===== src/rtl/ped_button_request.sv =====
// Pedestrian push-button front end: synchroniser, debouncer, press-edge detector and request FSM.
// Define PED_WAIT_BLINK_EN to make the WAIT lamp blink while a request is pending.
module ped_button_request #(
    parameter int unsigned TIMER_SCALE      = 16000000,
    parameter int unsigned DEBOUNCE_TICKS   = 320000,
    parameter int unsigned LOCKOUT_SECONDS  = 2,
    parameter int unsigned BLINK_HALF_TICKS = 8000000
) (
    input  logic       i_pin3_clk_16mhz,
    input  logic       i_rst,
    input  logic       i_pin2_button,
    input  logic       i_ped_served,
    output logic       o_ped_request,
    output logic       o_pin9_wait,
    output logic [7:0] o_press_count
);

    localparam int              DB_W      = $clog2(DEBOUNCE_TICKS);
    localparam logic [DB_W-1:0] DB_LAST   = DB_W'(DEBOUNCE_TICKS - 1);
    localparam logic [31:0]     LOCK_LAST = 32'(64'(LOCKOUT_SECONDS) * 64'(TIMER_SCALE) - 64'd1);

    if (DEBOUNCE_TICKS < 2 || LOCKOUT_SECONDS < 1 || BLINK_HALF_TICKS < 1) begin : g_bad_params
        $error("ped_button_request: parameter below its minimum");
    end

    typedef enum logic [1:0] {
        IDLE    = 2'd0,
        REQUEST = 2'd1,
        LOCKOUT = 2'd2
    } state_t;

    logic            sync1, sync2;
    logic            pressed_s;
    logic            db, db_q;
    logic [DB_W-1:0] db_cnt;
    logic            press_evt;

    state_t          state, state_next;
    logic [7:0]      press_count, count_next;
    logic [31:0]     lock_timer, lock_next;
    logic            req_q;

    assign pressed_s = ~sync2;
    assign press_evt = db & ~db_q;

    // NOTE: non-blocking assignments make sync1 -> sync2 a true two-stage chain.
    always_ff @(posedge i_pin3_clk_16mhz) begin
        if (i_rst) begin
            sync1  <= 1'b1;
            sync2  <= 1'b1;
            db     <= 1'b0;
            db_q   <= 1'b0;
            db_cnt <= '0;
        end else begin
            sync1 <= i_pin2_button;
            sync2 <= sync1;
            db_q  <= db;
            if (pressed_s == db) begin
                db_cnt <= '0;
            end else if (db_cnt == DB_LAST) begin
                db     <= pressed_s;
                db_cnt <= '0;
            end else begin
                db_cnt <= db_cnt + DB_W'(1);
            end
        end
    end

    // NOTE: every output of this block gets a default first, so no latch is inferred.
    always_comb begin
        state_next = state;
        count_next = press_count;
        lock_next  = lock_timer;
        case (state)
            IDLE: begin
                if (press_evt) begin
                    state_next = REQUEST;
                    if (press_count != 8'hFF) count_next = press_count + 8'd1;
                end
            end
            REQUEST: begin
                if (i_ped_served) begin
                    state_next = LOCKOUT;
                    lock_next  = '0;
                end
            end
            LOCKOUT: begin
                if (lock_timer == LOCK_LAST) begin
                    state_next = IDLE;
                    lock_next  = '0;
                end else begin
                    lock_next = lock_timer + 32'd1;
                end
            end
            default: begin
                state_next = IDLE;
                lock_next  = '0;
            end
        endcase
    end

    always_ff @(posedge i_pin3_clk_16mhz) begin
        if (i_rst) begin
            state       <= IDLE;
            press_count <= '0;
            lock_timer  <= '0;
            req_q       <= 1'b0;
        end else begin
            state       <= state_next;
            press_count <= count_next;
            lock_timer  <= lock_next;
            req_q       <= (state_next == REQUEST);
        end
    end

    assign o_ped_request = req_q;
    assign o_press_count = press_count;

`ifdef PED_WAIT_BLINK_EN
    localparam int              BL_W    = $clog2(BLINK_HALF_TICKS + 1);
    localparam logic [BL_W-1:0] BL_LAST = BL_W'(BLINK_HALF_TICKS - 1);

    logic [BL_W-1:0] blink_cnt;
    logic            wait_q;

    // Lamp starts lit on the first REQUEST cycle; the phase restarts on every entry.
    always_ff @(posedge i_pin3_clk_16mhz) begin
        if (i_rst) begin
            blink_cnt <= '0;
            wait_q    <= 1'b0;
        end else if (state_next == REQUEST && state != REQUEST) begin
            blink_cnt <= '0;
            wait_q    <= 1'b1;
        end else if (state_next == REQUEST) begin
            if (blink_cnt == BL_LAST) begin
                blink_cnt <= '0;
                wait_q    <= ~wait_q;
            end else begin
                blink_cnt <= blink_cnt + BL_W'(1);
            end
        end else begin
            blink_cnt <= '0;
            wait_q    <= 1'b0;
        end
    end

    assign o_pin9_wait = wait_q;
`else
    assign o_pin9_wait = req_q;
`endif

endmodule


===== config.mk =====
export PLATFORM = sky130hd
export DESIGN_NAME = ped_button_request
export DESIGN_NICKNAME = d
export VERILOG_FILES = /design/src/rtl/ped_button_request.sv
export SDC_FILE = /design/constraint.sdc
export NUM_CORES = 1
export LEC_CHECK = 0
export ABC_AREA = 1
export ABC_CLOCK_PERIOD_IN_PS = 1900
export CAP_MARGIN = 20
export CORE_MARGIN = 5
export CORE_UTILIZATION = 61
export CTS_CLUSTER_DIAMETER = 50
export CTS_CLUSTER_SIZE = 10
export DETAILED_ROUTE_END_ITERATION = 12
export PLACE_DENSITY = 0.8
export SYNTH_ARGS = -nofsm -noshare
export SYNTH_HDL_FRONTEND = slang
export SYNTH_SLANG_ARGS = --single-unit

===== constraint.sdc =====
create_clock -name i_pin3_clk_16mhz -period 1.9 [get_ports i_pin3_clk_16mhz]
set_input_delay 0.19 -clock i_pin3_clk_16mhz [delete_from_list [all_inputs] [get_ports i_pin3_clk_16mhz]]
set_output_delay 0.19 -clock i_pin3_clk_16mhz [all_outputs]
set_load 0.05 [all_outputs]

Yosys cells after proc, flatten, opt, wreduce, memory -nomap -nowiden. Cells that the tools add are included. W data, S select, Z words.

Register bits after elaboration: 66. Output and inout port bits: 10.

Eq/ne operators: 8. $add $sub $neg: 3. Muxes and demuxes: 7. Bitwise gates (word level): 5. Reductions and logical operators: 5.

Operators with widths (number): $pmux W32 S3 (1); $mux W32 (2); $add A32 B1 Y32 const B (1); $eq A32 B25 Y1 const B (1); $add A19 B1 Y19 const B (1); $eq A19 B19 Y1 const B (1); $add A8 B1 Y8 const B (1); $ne A8 B8 Y1 const B (1); $mux W2 (3); $pmux W2 S3 (1); $eq A2 B1 Y1 const B (2); $not A1 Y1 (4); $reduce_and A2 Y1 (2); $reduce_and A3 Y1 (1); $reduce_or A3 Y1 (1); $eq A2 B2 Y1 const B (1); $logic_not A2 Y1 (1); $ne A2 B2 Y1 const B (1); $and A1 B1 Y1 (1); $eq A1 B1 Y1 (1).

Depth between registers and ports, before layout.
Depth in word-level cells: 5. Depth in mapped cells: 10. Mapped depth without buffers: 10.

Worst setup path before layout. OpenSTA, ideal clock, no wires.

Path kind: register -> register. Start: register press_count[0] (netlist: o_press_count[0]). End: register press_count[0] (netlist: o_press_count[0]). Setup slack: 145 ps. Required time: 1772 ps. Setup time: 128 ps. Cell stages (with the launch flop): 6. Arrival time: 1628 ps. Path buffers: 0. Clock period less this slack: 1755 ps. Cell sequence: dfxtp_1 -> ha_1 -> nand4_1 -> o21bai_2 -> xor2_1 -> nor2_1.

Longest elaborated chain between the ends: 2.

RTL lines: start, declared (line 39) `logic [7:0] press_count, count_next;`; start signal, assigned (line 110) `press_count <= count_next;`; parallel branches: the longest is 2 deep, another holds $add A8 B1 Y8.

Several ways; the timed one is not identified. A chain may end at the register's enable or synchronous reset.

Worst setup path in the final report.
Start: register press_count[2] (netlist: o_press_count[2]). End: output port o_press_count[2].

RTL lines: end, declared (line 15) `output logic [7:0] o_press_count`.

No word-level cell between the ends.

==> flow_summary.ini <==
[routing]
detailedRoute.firstIterationViolations = 271
detailroute.via_count = 3582
drt_drc_violations_left = 0
route.detailed.vias_per_inst = 5.378
wirelength_routed_um = 8847
avgRoutedWirePerCell_um = 13.28
drtAntennaViolNets = 0
drtPass1Iterations = 5

[synthesis]
syn_nets = 573
synth_top_area_cell = sky130_fd_sc_hd__dfxtp_1
yosysWarnings = 0
yosys.cell_types.count = 36
netlist_area_sq_um = 3772
synth-seq-area-share_pct = 35.02
postSynthCellCount = 566
synth_area_per_cell_sq_um = 6.665
yosysTopAreaCellShare_pct = 35.02
yosys-top-cells-area = sky130_fd_sc_hd__dfxtp_1 (35%), sky130_fd_sc_hd__nand2_1 (16%), sky130_fd_sc_hd__nor2_1 (8.7%)
ys_seq_elements = 66

[die]
i_o_pin_count = 14
core_region_area_sq_um = 5956
die_height_um = 88.64
chipWidth_um = 88.64
floorplan.die_area_sq_um = 7857
initial_utilization_pct = 63.34
placement_rows = 28

[clocking]
root_buffer_selected_by_cts = sky130_fd_sc_hd__clkbuf_8
postCtsSetupBuffers = 0
cts.htree.levels = 3
post_cts_resized = 0
postCtsHoldBufs = 0
clkLatencyLatePin_ns = 0.35
cts_made_buffers = 9
clk_transition_reported_paths_ns = 0.08
tritoncts = built
clockBufferDepth = 2
cts_sinks = 66

[sta]
final_critical_period_ns = 1.828
setup_total_negative_slack_ns = 0
finClkSkew_ns = 0.01345
timing.final.max_slew_violations = 0
finalCritPeriodShare_pct = 96.22
setup_repair_after_global_routing_missed_its_margin = no
worst_pin_slew_ns = 0.5042
achievable-frequency_ghz = 0.5470
timing.slew.headroom_pct = 66.28
hold_violations = 0
setup_viol = 0

[setup_path]
master_of_the_slowest_instance_on_the_critical_path = sky130_fd_sc_hd__clkdlybuf4s50_1
worst-endpoint-arrival_ns = 1.64
worst_setup_path_end_kind = primary output
timing.critical_path.slowest_cell_delay_ns = 0.85
cp_max_fo = 6
critPathRequiredTime_ns = 1.71
setup.worst_path.class = reg2out
cp_buf_inv_count = 1
critical-path-top-delay-family = buffers and inverters
launching_element_type_of_the_critical_path = register
crit_chain = clkdlybuf4s50_1

[cells_and_area]
insertedDiodeCount = 0
final_core_util_pct = 70.84
num-nets-final = 593
layout-drive-gt1-share_pct = 13.87
areaGrowthSynthToFinish_pct = 11.84

[global_route]
grt_usage_pct = 25.40
first_global_vias = 3342
grt.overflow.total = 0
grt_max_degree = 26
antenna_found_initial = 0
grt_pass1_wl_um = 15750

[power]
irDropWorstVdd_mv = 0.5704
power_density_nw_per_um2 = 688.0
report.power.total_mw = 2.903
p_leak_nw = 1.438

[placement]
gp_congestion = 0.9585
io_buffer_count = 13
hpwl_um = 6451

[run]
maxCapViolCount = 0

[status]
run_status = complete, no violations

[hold_path]
min_path_type = in2reg
==> cells in the mapped netlist <==
cell type                  instances
sky130_fd_sc_hd__a21oi_1          32
sky130_fd_sc_hd__nor3_1           10
sky130_fd_sc_hd__nand2_4           5
sky130_fd_sc_hd__nand2_1         158
sky130_fd_sc_hd__nand3_2           3
sky130_fd_sc_hd__ha_1              3
sky130_fd_sc_hd__dfxtp_1          66
sky130_fd_sc_hd__nor2_2           21
sky130_fd_sc_hd__inv_1            51
sky130_fd_sc_hd__xor2_1           14
sky130_fd_sc_hd__or2_2             5
sky130_fd_sc_hd__nor3_4            1
sky130_fd_sc_hd__o21ai_2           1
sky130_fd_sc_hd__buf_6             1
sky130_fd_sc_hd__or2_0             1
sky130_fd_sc_hd__clkinv_4          1
sky130_fd_sc_hd__o21ai_0           9
sky130_fd_sc_hd__nor2_4            5
sky130_fd_sc_hd__a22oi_1           1
sky130_fd_sc_hd__nor3b_1           2
sky130_fd_sc_hd__nand2_2          11
sky130_fd_sc_hd__nand3_1          41
sky130_fd_sc_hd__xnor2_1           6
sky130_fd_sc_hd__inv_2             2
sky130_fd_sc_hd__o22ai_1           1
sky130_fd_sc_hd__o21ai_1           1
sky130_fd_sc_hd__nand3_4           1
sky130_fd_sc_hd__buf_2             3
sky130_fd_sc_hd__nor2_1           87
sky130_fd_sc_hd__nand4_1          12
sky130_fd_sc_hd__buf_4             3
sky130_fd_sc_hd__nand3b_1          1
sky130_fd_sc_hd__clkbuf_1          2
sky130_fd_sc_hd__buf_8             1
sky130_fd_sc_hd__o21bai_2          2
sky130_fd_sc_hd__a21oi_2           2
==> layout make-up <==
class	count	area, sq um
multi-input combinational	436	2172
fill	506	1737
sequential	66	1321
inverter	54	207.7
timing repair buffer	19	175.2
clock buffer	10	137.6
clock inverter	6	111.4
tap	75	93.84
==> worst paths after layout <==
check / from / to / slack (ns) / cells past startpoint
max: o_press_count[2] / o_press_count[2] / 0.07 / 1
min: i_pin2_button / sync1 / 0.42 / 2
max reg2reg: lock_timer[0] / lock_timer[22] / 0.18 / 10
min reg2reg: sync1 / sync2 / 0.43 / 1
==> layout by cell type (no fill, tap or decap) <==
master and count:
sky130_fd_sc_hd__nand2_1 158, sky130_fd_sc_hd__nor2_1 87, sky130_fd_sc_hd__dfxtp_1 66, sky130_fd_sc_hd__inv_1 51, sky130_fd_sc_hd__nand3_1 41, sky130_fd_sc_hd__a21oi_1 32, sky130_fd_sc_hd__nor2_2 21, sky130_fd_sc_hd__xor2_1 14
sky130_fd_sc_hd__clkdlybuf4s50_1 13, sky130_fd_sc_hd__nand4_1 12, sky130_fd_sc_hd__nand2_2 11, sky130_fd_sc_hd__nor3_1 10, sky130_fd_sc_hd__clkbuf_8 10, sky130_fd_sc_hd__o21ai_0 9, sky130_fd_sc_hd__xnor2_1 6, sky130_fd_sc_hd__buf_4 6
sky130_fd_sc_hd__nand2_4 5, sky130_fd_sc_hd__nor2_4 5, sky130_fd_sc_hd__or2_2 5, sky130_fd_sc_hd__nand3_2 3, sky130_fd_sc_hd__ha_1 3, sky130_fd_sc_hd__bufinv_16 3, sky130_fd_sc_hd__inv_2 2, sky130_fd_sc_hd__a21oi_2 2
sky130_fd_sc_hd__nor3b_1 2, sky130_fd_sc_hd__o21bai_2 2, sky130_fd_sc_hd__nand3_4 1, sky130_fd_sc_hd__nor3_4 1, sky130_fd_sc_hd__or2_0 1, sky130_fd_sc_hd__nand3b_1 1, sky130_fd_sc_hd__o21ai_2 1, sky130_fd_sc_hd__o21ai_1 1
sky130_fd_sc_hd__clkinv_4 1, sky130_fd_sc_hd__o22ai_1 1, sky130_fd_sc_hd__a22oi_1 1, sky130_fd_sc_hd__clkinvlp_4 1, sky130_fd_sc_hd__inv_6 1, sky130_fd_sc_hd__clkinv_2 1
==> routing by layer <==
metal / GRT usage (%) / routed length (um) / vias up
li1: - / - / 1837
met3: 4.004 / 477 / 16
met1: 36.86 / 4322 / 1637
met4: 9.478 / 146 / 0
met2: 37.79 / 3901 / 92
met5: 0 / 0 / -
==> power by group <==
group          switching (mW)  total, mW  internal (mW)
combinational          0.0287     0.0432         0.0145
sequential            0.00180       1.39           1.38
clock                   0.563       1.47          0.910
==> kinds of logic (layout without fill, tap and decap cells) <==
family	Yosys count	count (layout)	synth area share [%]
XOR/XNOR	20	20	4.644
flip-flops	66	66	35.02
AND/OR/NAND/NOR	364	364	44.71
AO/OA/AOI/OAI	49	49	7.230
adder cells (fa/ha/maj)	3	3	0.9951
buffers and inverters	64	89	7.396
==> sequential cells by signal, summed over array words and instances (netlist names) <==
signal / count
sync1: 1
db: 1
o_press_count: 8
lock_timer: 32
db_cnt: 19
db_q: 1
state: 2
o_ped_request: 1
sync2: 1
==> through the flow <==
step / setup slack (ns) / area (sq um) / cells / hold WS [ns]
6_report: 0.07184 / 4219 / 666 / 0.4158
5_1_grt: 0.01602 / 4219 / 666 / 0.4052
4_1_cts: 0.07128 / 4219 / 666 / 0.4127
3_5_place_dp: 0.2105 / 3970 / 650 / 0.4160
3_3_place_gp: 0.2777 / 3970 / 650 / 0.3922
2_1_floorplan: 0.1447 / 3772 / 566 / 0.2938
Note: power is estimated with default switching activity, not from simulation.
